**config.mk**
```make
export PLATFORM = sky130hd
export DESIGN_NAME = dcache_flat
export DESIGN_NICKNAME = d
export VERILOG_FILES = /design/src/rtl/dcache_pkg.sv /design/src/rtl/dcache_if.sv /design/src/rtl/dcache_array.sv /design/src/rtl/dcache.sv /design/src/flat_wrapper.sv
export SDC_FILE = /design/constraint.sdc
export NUM_CORES = 2
export LEC_CHECK = 0
export CAP_MARGIN = 30
export CELL_PAD_IN_SITES_DETAIL_PLACEMENT = 1
export CELL_PAD_IN_SITES_GLOBAL_PLACEMENT = 1
export CORE_ASPECT_RATIO = 0.9
export CORE_MARGIN = 5
export CORE_UTILIZATION = 55
export CTS_CLUSTER_DIAMETER = 120
export DETAILED_ROUTE_END_ITERATION = 8
export HOLD_SLACK_MARGIN = 0.12
export PLACE_DENSITY = 0.81
export RECOVER_POWER = 100
export SLEW_MARGIN = 20
export SYNTH_ARGS = -nofsm -noshare
export SYNTH_HDL_FRONTEND = slang
export SYNTH_SLANG_ARGS = --single-unit
```
**constraint.sdc**
```tcl
create_clock -name clk -period 11.45 [get_ports clk]
set_input_delay 3.435 -clock clk [delete_from_list [all_inputs] [get_ports clk]]
set_output_delay 3.435 -clock clk [all_outputs]
set_load 0.01 [all_outputs]
```
**src/rtl/dcache_pkg.sv**
```systemverilog
// Shared geometry and state encoding for the direct-mapped write-through data cache.
// Line geometry is fixed here so every file agrees on field widths.
package dcache_pkg;
  localparam int DATA_WIDTH     = 32;
  localparam int LINES          = 16;
  localparam int WORDS_PER_LINE = 4;
  localparam int OFFSET_W       = $clog2(WORDS_PER_LINE);
  localparam int INDEX_W        = $clog2(LINES);
  localparam int TAG_W          = DATA_WIDTH - 2 - OFFSET_W - INDEX_W;

  typedef enum logic [1:0] {IDLE, REFILL, WRITE, WDONE} dcache_state_t;

  typedef struct packed {
    logic [TAG_W-1:0]    tag;
    logic [INDEX_W-1:0]  index;
    logic [OFFSET_W-1:0] offset;
  } addr_fields_t;

  function automatic addr_fields_t split_addr(input logic [DATA_WIDTH-3:0] word_addr);
    return addr_fields_t'(word_addr);
  endfunction
endpackage

```
**src/rtl/dcache_if.sv**
```systemverilog
// Pipeline-side and backing-memory-side signals of the data cache.
// master = MEM stage plus backing memory, slave = the cache itself.
interface dcache_if;
  import dcache_pkg::*;

  logic                  ReadEnM;
  logic                  MemWriteM;
  logic [DATA_WIDTH-1:0] AddrM;
  logic [DATA_WIDTH-1:0] WriteDataM;
  logic [3:0]            ByteEnM;
  logic [DATA_WIDTH-1:0] ReadDataM;
  logic                  StallM;
  logic                  MemReq;
  logic                  MemWe;
  logic [DATA_WIDTH-1:0] MemAddr;
  logic [DATA_WIDTH-1:0] MemWData;
  logic [3:0]            MemBe;
  logic                  MemAck;
  logic [DATA_WIDTH-1:0] MemRData;

  modport master (
    output ReadEnM, MemWriteM, AddrM, WriteDataM, ByteEnM, MemAck, MemRData,
    input  ReadDataM, StallM, MemReq, MemWe, MemAddr, MemWData, MemBe
  );

  modport slave (
    input  ReadEnM, MemWriteM, AddrM, WriteDataM, ByteEnM, MemAck, MemRData,
    output ReadDataM, StallM, MemReq, MemWe, MemAddr, MemWData, MemBe
  );
endinterface

```
**src/rtl/dcache_array.sv**
```systemverilog
// Tag, valid and data storage: asynchronous read, byte-enabled synchronous write.
// Only the valid bits are reset; tags and data keep whatever they held.
module dcache_array
  import dcache_pkg::*;
(
  input  logic                  clk,
  input  logic                  rst,
  input  logic [INDEX_W-1:0]    index_i,
  input  logic [OFFSET_W-1:0]   rd_offset_i,
  output logic                  rd_valid_o,
  output logic [TAG_W-1:0]      rd_tag_o,
  output logic [DATA_WIDTH-1:0] rd_data_o,
  input  logic                  wr_en_i,
  input  logic [OFFSET_W-1:0]   wr_offset_i,
  input  logic [3:0]            wr_be_i,
  input  logic [DATA_WIDTH-1:0] wr_data_i,
  input  logic                  fill_i,
  input  logic [TAG_W-1:0]      fill_tag_i
);
  logic [LINES-1:0]      valid_q;
  logic [TAG_W-1:0]      tag_q  [LINES];
  logic [DATA_WIDTH-1:0] data_q [LINES][WORDS_PER_LINE];

  assign rd_valid_o = valid_q[index_i];
  assign rd_tag_o   = tag_q[index_i];
  assign rd_data_o  = data_q[index_i][rd_offset_i];

  always_ff @(posedge clk) begin
    if (rst) begin
      valid_q <= '0;
    end else if (fill_i) begin
      valid_q[index_i] <= 1'b1;
    end
  end

  always_ff @(posedge clk) begin
    if (wr_en_i) begin
      for (int b = 0; b < 4; b++) begin
        if (wr_be_i[b]) data_q[index_i][wr_offset_i][8*b +: 8] <= wr_data_i[8*b +: 8];
      end
    end
    if (fill_i) tag_q[index_i] <= fill_tag_i;
  end
endmodule

```
**src/rtl/dcache.sv**
```systemverilog
// Direct-mapped, write-through, no-write-allocate data cache for the MEM stage.
// Holds the access FSM, the refill beat counter and the backing-memory request registers.
//
// state  | meaning
// IDLE   | serve load hits combinationally, launch refills and writes
// REFILL | fetch the line word by word, beat index in cnt_q
// WRITE  | write-through request outstanding, merge into cache on ack if hit
// WDONE  | single unstalled cycle so the store retires
module dcache
  import dcache_pkg::*;
(
  input logic      clk,
  input logic      rst,
  dcache_if.slave  bus
);
  localparam logic [OFFSET_W-1:0] LAST_BEAT = OFFSET_W'(WORDS_PER_LINE - 1);

  dcache_state_t         state_q;
  logic [OFFSET_W-1:0]   cnt_q;
  logic [OFFSET_W-1:0]   cnt_d;
  logic                  req_q;
  logic                  we_q;
  logic [DATA_WIDTH-1:0] addr_q;
  logic [DATA_WIDTH-1:0] wdata_q;
  logic [3:0]            be_q;

  addr_fields_t          fields;
  logic                  rd_valid;
  logic [TAG_W-1:0]      rd_tag;
  logic [DATA_WIDTH-1:0] rd_data;
  logic                  hit;
  logic                  ack;
  logic                  refill_wr;
  logic                  store_wr;
  logic                  stall;
  logic                  unused_addr;

  assign fields      = split_addr(bus.AddrM[DATA_WIDTH-1:2]);
  assign unused_addr = ^bus.AddrM[1:0];
  assign hit         = rd_valid && (rd_tag == fields.tag);
  assign ack         = bus.MemAck && req_q;
  assign cnt_d       = cnt_q + 1'b1;
  assign refill_wr   = (state_q == REFILL) && ack;
  assign store_wr    = (state_q == WRITE) && ack && hit;

  dcache_array u_array (
    .clk         (clk),
    .rst         (rst),
    .index_i     (fields.index),
    .rd_offset_i (fields.offset),
    .rd_valid_o  (rd_valid),
    .rd_tag_o    (rd_tag),
    .rd_data_o   (rd_data),
    .wr_en_i     (refill_wr || store_wr),
    .wr_offset_i (refill_wr ? cnt_q : fields.offset),
    .wr_be_i     (refill_wr ? 4'hF : bus.ByteEnM),
    .wr_data_i   (refill_wr ? bus.MemRData : bus.WriteDataM),
    .fill_i      (refill_wr && (cnt_q == LAST_BEAT)),
    .fill_tag_i  (fields.tag)
  );

  always_comb begin
    stall = 1'b0;
    case (state_q)
      IDLE:          stall = bus.MemWriteM || (bus.ReadEnM && !hit);
      REFILL, WRITE: stall = 1'b1;
      default:       stall = 1'b0;
    endcase
  end

  // Stores win over a simultaneous (illegal) load, so a load hit needs MemWriteM low.
  assign bus.ReadDataM = (!rst && state_q == IDLE && bus.ReadEnM && !bus.MemWriteM && hit)
                         ? rd_data : '0;
  assign bus.StallM    = stall && !rst;
  assign bus.MemReq    = req_q;
  assign bus.MemWe     = we_q;
  assign bus.MemAddr   = addr_q;
  assign bus.MemWData  = wdata_q;
  assign bus.MemBe     = be_q;

  always_ff @(posedge clk) begin
    if (rst) begin
      state_q <= IDLE;
      cnt_q   <= '0;
      req_q   <= 1'b0;
      we_q    <= 1'b0;
      addr_q  <= '0;
      wdata_q <= '0;
      be_q    <= '0;
    end else begin
      case (state_q)
        IDLE: begin
          if (bus.MemWriteM) begin
            state_q <= WRITE;
            req_q   <= 1'b1;
            we_q    <= 1'b1;
            addr_q  <= {bus.AddrM[DATA_WIDTH-1:2], 2'b00};
            wdata_q <= bus.WriteDataM;
            be_q    <= bus.ByteEnM;
          end else if (bus.ReadEnM && !hit) begin
            state_q <= REFILL;
            cnt_q   <= '0;
            req_q   <= 1'b1;
            we_q    <= 1'b0;
            be_q    <= 4'hF;
            addr_q  <= {fields.tag, fields.index, {OFFSET_W{1'b0}}, 2'b00};
          end
        end
        REFILL: begin
          if (ack) begin
            cnt_q <= cnt_d;
            if (cnt_q == LAST_BEAT) begin
              state_q <= IDLE;
              req_q   <= 1'b0;
            end else begin
              addr_q <= {fields.tag, fields.index, cnt_d, 2'b00};
            end
          end
        end
        WRITE: begin
          if (ack) begin
            state_q <= WDONE;
            req_q   <= 1'b0;
          end
        end
        default: state_q <= IDLE;
      endcase
    end
  end
endmodule
```
**src/flat_wrapper.sv**
```systemverilog
// flat-port wrapper written by rule: the top's interface ports become plain ports
module dcache_flat import dcache_pkg::*;
  (clk, rst, bus_ReadEnM, bus_MemWriteM, bus_AddrM, bus_WriteDataM, bus_ByteEnM, bus_MemAck, bus_MemRData, bus_ReadDataM, bus_StallM, bus_MemReq, bus_MemWe, bus_MemAddr, bus_MemWData, bus_MemBe);
  dcache_if bus_i ();
  input logic clk;
  input logic rst;
  input wire logic [$bits(bus_i.ReadEnM)-1:0] bus_ReadEnM;
  input wire logic [$bits(bus_i.MemWriteM)-1:0] bus_MemWriteM;
  input wire logic [$bits(bus_i.AddrM)-1:0] bus_AddrM;
  input wire logic [$bits(bus_i.WriteDataM)-1:0] bus_WriteDataM;
  input wire logic [$bits(bus_i.ByteEnM)-1:0] bus_ByteEnM;
  input wire logic [$bits(bus_i.MemAck)-1:0] bus_MemAck;
  input wire logic [$bits(bus_i.MemRData)-1:0] bus_MemRData;
  output wire logic [$bits(bus_i.ReadDataM)-1:0] bus_ReadDataM;
  output wire logic [$bits(bus_i.StallM)-1:0] bus_StallM;
  output wire logic [$bits(bus_i.MemReq)-1:0] bus_MemReq;
  output wire logic [$bits(bus_i.MemWe)-1:0] bus_MemWe;
  output wire logic [$bits(bus_i.MemAddr)-1:0] bus_MemAddr;
  output wire logic [$bits(bus_i.MemWData)-1:0] bus_MemWData;
  output wire logic [$bits(bus_i.MemBe)-1:0] bus_MemBe;
  assign bus_i.ReadEnM = bus_ReadEnM;
  assign bus_i.MemWriteM = bus_MemWriteM;
  assign bus_i.AddrM = bus_AddrM;
  assign bus_i.WriteDataM = bus_WriteDataM;
  assign bus_i.ByteEnM = bus_ByteEnM;
  assign bus_i.MemAck = bus_MemAck;
  assign bus_i.MemRData = bus_MemRData;
  assign bus_ReadDataM = bus_i.ReadDataM;
  assign bus_StallM = bus_i.StallM;
  assign bus_MemReq = bus_i.MemReq;
  assign bus_MemWe = bus_i.MemWe;
  assign bus_MemAddr = bus_i.MemAddr;
  assign bus_MemWData = bus_i.MemWData;
  assign bus_MemBe = bus_i.MemBe;
  dcache u_core (.clk(clk), .rst(rst), .bus(bus_i));
endmodule
```
Yosys cells after proc, flatten, opt, wreduce, memory -nomap -nowiden
Memories as Yosys holds them, arrays and structs flattened.
Index checks and enable logic that the tools add are counted.
{"block": "totals", "ramBits": 2432, "reg_bits": 90, "word_cells": 887, "n_memories": 2}
{"block": "op_classes", "magnitude_cmp": 5, "bitwise": 387, "n_mux": 443, "n_addsub": 1, "reduce_logical": 30, "n_eq_ne": 11}
{"name": "u_core.u_array.data_q", "words": 16, "word_bits": 128, "rd": 1, "rd_ports_with_merged_regs": 0, "wr": 1, "line": "dcache_array.sv:22", "source": "logic [DATA_WIDTH-1:0] data_q [LINES][WORDS_PER_LINE];"}
{"name": "u_core.u_array.tag_q", "words": 16, "word_bits": 24, "rd": 1, "rd_ports_with_merged_regs": 0, "wr": 1, "line": "dcache_array.sv:21", "source": "logic [TAG_W-1:0] tag_q [LINES];"}
{"op": "$mux W128", "n": 4}
{"op": "$mux W1", "n": 403}
{"op": "$or A1 B1 Y1", "n": 384}
{"op": "$mux W32", "n": 9}
{"op": "$demux W32 S2", "n": 4}
{"op": "$bmux W32 S2", "n": 1}
{"op": "$pmux W32 S2", "n": 1}
{"op": "$eq A24 B24 Y1", "n": 1}
{"op": "$mux W24", "n": 1}
{"op": "$mux W2", "n": 9}
{"op": "$mux W16", "n": 1}
{"op": "$or A16 B16 Y16", "n": 1}
{"op": "$logic_and A1 B1 Y1", "n": 14}
{"op": "$mux W4", "n": 3}
{"op": "$reduce_and A4 Y1", "n": 3}
{"op": "$mux W8", "n": 1}
{"op": "$ge A3 B3 Y1 const B", "n": 2}
{"op": "$ne A2 B1 Y1 const B", "n": 3}
{"op": "$ne A2 B2 Y1 const B", "n": 3}
{"op": "$not A2 Y3", "n": 2}
{"op": "$pmux W2 S3", "n": 1}
{"op": "$lt A4 B5 Y1 const B", "n": 1}
{"op": "$reduce_and A5 Y1", "n": 1}
{"op": "$bmux W1 S4", "n": 1}
{"op": "other kinds (17)", "n": 23}

Depth between registers and ports, before layout
{"block": "depth", "depth_word": 12, "mapped_depth": 16, "ltp_nobuf": 9}

Modules after synthesis
From an unflattened synthesis, not the netlist that was laid out.
{"block": "unflattened", "cells_unflattened": 4814, "area_unflattened_um2": 98273.0}
{"module": "dcache_array", "cells_per_inst": 4332, "seq_area_each_um2": 73350.3, "area_per_inst_um2": 94399.3, "instances": 1}
{"module": "dcache", "cells_per_inst": 482, "seq_area_each_um2": 1441.4, "area_per_inst_um2": 3873.7, "instances": 1}

Least setup slack after synthesis
Ideal clock, no wire load.
{"block": "synth_timing", "path_type": "input-to-output", "startpoint": "input bus_AddrM[5]", "endpoint": "output bus_ReadDataM[0]", "path_buffers": 8, "stages": 12, "slack_ns": 1.595, "t_arrival_ns": 6.420, "required_ns": 8.015, "path_cell_list": "buf_6 -> buf_6 -> buf_8 -> buf_6 -> buf_6 -> buf_2 -> buf_1 -> buf_1 -> mux4_2 -> mux4_2 -> mux4_2 -> nor2b_1"}
{"block": "synth_via", "elab_chain_cells": 5}
{"element": "start: declaration", "line": "flat_wrapper.sv:9", "source": "input wire logic [$bits(bus_i.AddrM)-1:0] bus_AddrM;"}
{"element": "$mem_v2 Z16 W24 (tied with other cells)"}
{"element": "$eq A24 B24 Y1 (tied with other cells)", "line": "dcache.sv:40", "source": "assign hit = rd_valid && (rd_tag == fields.tag);"}
{"element": "$logic_and A1 B1 Y1 or $mux W32 (tied branches)", "line": "dcache.sv:40, dcache_array.sv:26"}
{"element": "$logic_and A1 B1 Y1 or $mux W32 (tied branches)", "line": "dcache.sv:72, dcache_array.sv:26"}
{"element": "$mux W32 *", "line": "dcache.sv:73", "source": "? rd_data : '0;"}
{"element": "end: declaration", "line": "flat_wrapper.sv:14", "source": "output wire logic [$bits(bus_i.ReadDataM)-1:0] bus_ReadDataM;"}
Mark *: on every way between the ends. The rest lies on a longest branch, timed or not. The select of a mux whose other input is x is not followed.

Worst setup path after layout
{"block": "layout_timing", "startpoint": "input bus_AddrM[11]", "endpoint": "output bus_ReadDataM[7]"}
{"block": "layout_via", "elab_chain_cells": 4}
{"element": "$eq A24 B24 Y1", "line": "dcache.sv:40"}
{"element": "$logic_and A1 B1 Y1", "line": "dcache.sv:40"}
{"element": "$logic_and A1 B1 Y1", "line": "dcache.sv:72", "source": "assign bus.ReadDataM = (!rst && state_q == IDLE && bus.ReadEnM && !bus.MemWriteM && hit)"}
{"element": "$mux W32", "line": "dcache.sv:73"}
Every way passes these cells.

==> results_dict.tcl <==
set metrics [dict create \
    status "finished with violations" \
    violations "capacitance limit, slew limit" \
    synth_cell_types 71 \
    timing.rr.end "u_core.u_array.data_q[7][115]$_DFFE_PP_" \
    hold_path_depth 2 \
    row_count 147 \
    drt-total-wl_um 285000 \
    avgRoutedWirePerCell_um 37.7 \
    crit_fanout 19 \
    drt_iter0_drc 7452 \
    antenna_found_initial 24 \
    ys_ff_latch 2520 \
    tns_ns 0 \
    yosysWarnings 0 \
    slew_violations 2600 \
    max_freq_mhz 87.9 \
    grt_pass1_vias 53200 \
    share_comb_of_total_power_pct 8.5 \
    rr_worst_depth 10 \
    cellLeakagePower_nw 34.6 \
    area_delta_synth_final_pct 12.4 \
    rsz0062_at_grt "no" \
    finClkSkew_ns 0.0724 \
    synth_edf_count 2432 \
    worstSkewPairLatency_ns 0.91 \
    layout_common_cells "2432 x edfxtp_1, 748 x mux4_2, 356 x nor2_1" \
    h-tree-depth 4 \
    syn_area_per_cell_um2 21.5 \
    maxCapViolCount 53 \
    boundaryPins 208 \
    pwr_density_cell_nw_per_um2 178 \
    final_common_cell "edfxtp_1" \
    hp-class "register to register" \
    min_from "u_core.bus.MemWData[11]$_SDFFE_PP0P_" \
    ys_seq_area_share_pct 75.4 \
    routabilityCongestion 0.821 \
    grt_pass1_wl_um 408000 \
    final_nets 5052 \
    end_kind "output pin" \
    ant_nets 0 \
    die_h_um 413 \
    synth_area_um2 99100 \
    tightest_slew_ns 3.74 \
    dieWidth_um 458 \
    stdcell_count 7551 \
    critical_path_required_ns 8.02 \
    grt_max_degree 124 \
    power_frac_seq_pct 52.4 \
    setup_viol 0 \
    io_buffers 203 \
    vdd_drop_max_uv 172 \
    final.min_clock_period_ns 11.38 \
    syn_inst 4601 \
    fin_crit_sh_pct 99.4 \
    rrSetupSlack_ns 4.03 \
    placed_cells 7060 \
    critical_path_arrival_ns 7.94 \
    fin_area_um2 111000 \
    drive_gt1_share_pct 23.9 \
    root_buffer "clkbuf_16" \
    cts_setup_buffers 0 \
    p_sw_mw 4.67 \
    core_um2 179000 \
    yosys.area.top_type_share_pct 73.7 \
    place_area_um2 104000 \
    power.share.switching_pct 23.6 \
    avgViaCountPerCell 6.77 \
    dr_total_vias 51100 \
    cts.sinks 2520 \
    fillCellCount 14600 \
    critPathKind "primary input to output pin" \
    min_to "u_core.bus.MemWData[11]$_SDFFE_PP0P_" \
    die_area_um2 189000 \
    numCtsBuffers 234 \
    initial_core_util_pct 55.5 \
    place_hpwl_um 168000 \
    clk_pin_slew_ns 0.06 \
    grt_usage_pct 30.4 \
    synth_top_cell_by_area "edfxtp_1" \
    synth_ff_type "edfxtp_1" \
    cp-start-kind "primary input" \
    p_int_mw 15.2 \
    cts_tree "built" \
    pwr-share-clk_pct 39.0 \
    rr_startpoint "u_core.u_array.tag_q[4][8]$_DFFE_PP_" \
    synth_async_sr_flop_share_pct 0 \
    slew-limit-headroom_pct -149 \
    drcViolationCount 0 \
    ys_top_cells_by_area "edfxtp_1 74%, mux4_2 17%, dfxtp_1 1.8%, nor2_1 1.3%, nand2_1 0.99%" \
    grt.overflow.total 0 \
    hold_violations 0 \
    dr.pass1.iters 7 \
    clk_path_buf_depth 3 \
]
## registers in the layout, summed over array words and instances, names as in the netlist
| name | cells |
|---|---|
| u_core.u_array.data_q | 2048 |
| u_core.u_array.tag_q | 384 |
| u_core.bus.MemWData | 32 |
| u_core.bus.MemAddr | 30 |
| u_core.u_array.valid_q | 16 |
| u_core.bus.MemBe | 4 |
| u_core.cnt_q | 2 |
| u_core.state_q | 2 |
| u_core.bus.MemReq | 1 |
| u_core.bus.MemWe | 1 |
## stage by stage
stage | hold WS, ns | utilization [%] | total power [mW] | worst slack, ns
4_1_cts | 0.463 | 62.5 | 19.9 | 0.154
3_5_place_dp | 0.452 | 58.3 | 12.2 | 0.143
2_1_floorplan | 0.435 | - | 11.5 | 1.59
3_3_place_gp | 0.445 | 58.2 | 12.1 | 0.294
6_report | 0.456 | 62.3 | 19.8 | 0.0710
5_1_grt | 0.473 | 62.3 | 20.5 | 0.0398
## layout make-up
cell class	count	area, um2	share of cell area [%]
Sequential cell	2520	74800	67.1
Multi-Input combinational cell	1798	22900	20.5
Clock buffer	309	6240	5.60
Timing Repair Buffer	368	3120	2.80
Tap cell	2384	2980	2.68
Clock inverter	133	1320	1.18
Inverter	20	82.6	0.0741
Antenna cell	19	47.5	0.0427
## worst max-delay path by stage
stage,slack (ns),depth (start not counted),startpoint,end
after global routing,0.04,12,bus_AddrM[5],bus_ReadDataM[7]
after CTS,0.15,13,bus_AddrM[5],bus_ReadDataM[9]
after floorplan,1.59,12,bus_AddrM[5],bus_ReadDataM[0]
final,0.07,11,bus_AddrM[11],bus_ReadDataM[7]
after global placement,0.29,12,bus_AddrM[5],bus_ReadDataM[0]
after detailed placement,0.14,12,bus_AddrM[5],bus_ReadDataM[0]
## cells in the mapped netlist (5+ instances only)
| cell type | n |
|---|---|
| edfxtp_1 | 2432 |
| mux4_2 | 748 |
| nor2_1 | 356 |
| nand2_1 | 262 |
| clkbuf_1 | 137 |
| mux2i_1 | 98 |
| dfxtp_1 | 88 |
| buf_2 | 60 |
| a21oi_1 | 51 |
| buf_6 | 42 |
| nor2b_4 | 30 |
| nor3_1 | 25 |
| inv_1 | 20 |
| a22oi_1 | 15 |
| mux2_2 | 15 |
| o21ai_0 | 14 |
| xnor2_1 | 14 |
| nor2b_1 | 12 |
| a211oi_1 | 11 |
| buf_1 | 11 |
| buf_4 | 9 |
| nand2b_1 | 9 |
| o22ai_1 | 9 |
| xor2_1 | 9 |
| nand4_1 | 8 |
| a221oi_1 | 6 |
| and3_1 | 6 |
| nand3_1 | 6 |
| a22o_1 | 5 |
| and2_1 | 5 |
| buf_8 | 5 |
| ha_1 | 5 |
| o31ai_1 | 5 |
## layer usage
layer	wire length, um	track usage, %	up-vias
met5	311	0.718	-
met2	140000	48.8	3879
met3	32600	8.99	723
met4	14500	13.2	28
met1	97500	39.0	26800
li1	-	-	19700
## worst max-delay path: stages
cell and delay [ns]:
clkdlybuf4s50_1 0.58, clkbuf_1 0.75, o31ai_1 0.39, a211o_1 0.34, a221o_1 0.32, nor4b_1 0.33
nand4_1 0.28, or3_4 0.49, buf_12 0.22, nor2b_2 0.20, clkdlybuf4s50_1 0.58
## timing repair
action | in CTS | in global routing
hold buffers | 0 | 0
setup endpoints to repair | 0 | 21
resized for setup | 0 | 2
## power by group through the flow
stage | Sequential (mW) | Clock (mW) | Combinational (mW)
floorplan | 10.6 | 0 | 0.925
global placement | 10.6 | 0 | 1.57
detailed placement | 10.6 | 0 | 1.68
CTS | 10.4 | 7.79 | 1.71
global route | 10.4 | 8.30 | 1.77
finish | 10.4 | 7.74 | 1.70
## cell families after synthesis
group	Yosys count	synth area share, %
simple gates	739	3.32
compound gates	167	1.25
buf+inv	284	1.56
flops	2520	75.4
xor+xnor	23	0.203
other cells	1	0.00378
mux	862	18.2
fa+ha+maj	5	0.0631
Note: power is estimated with default switching activity, not from simulation.
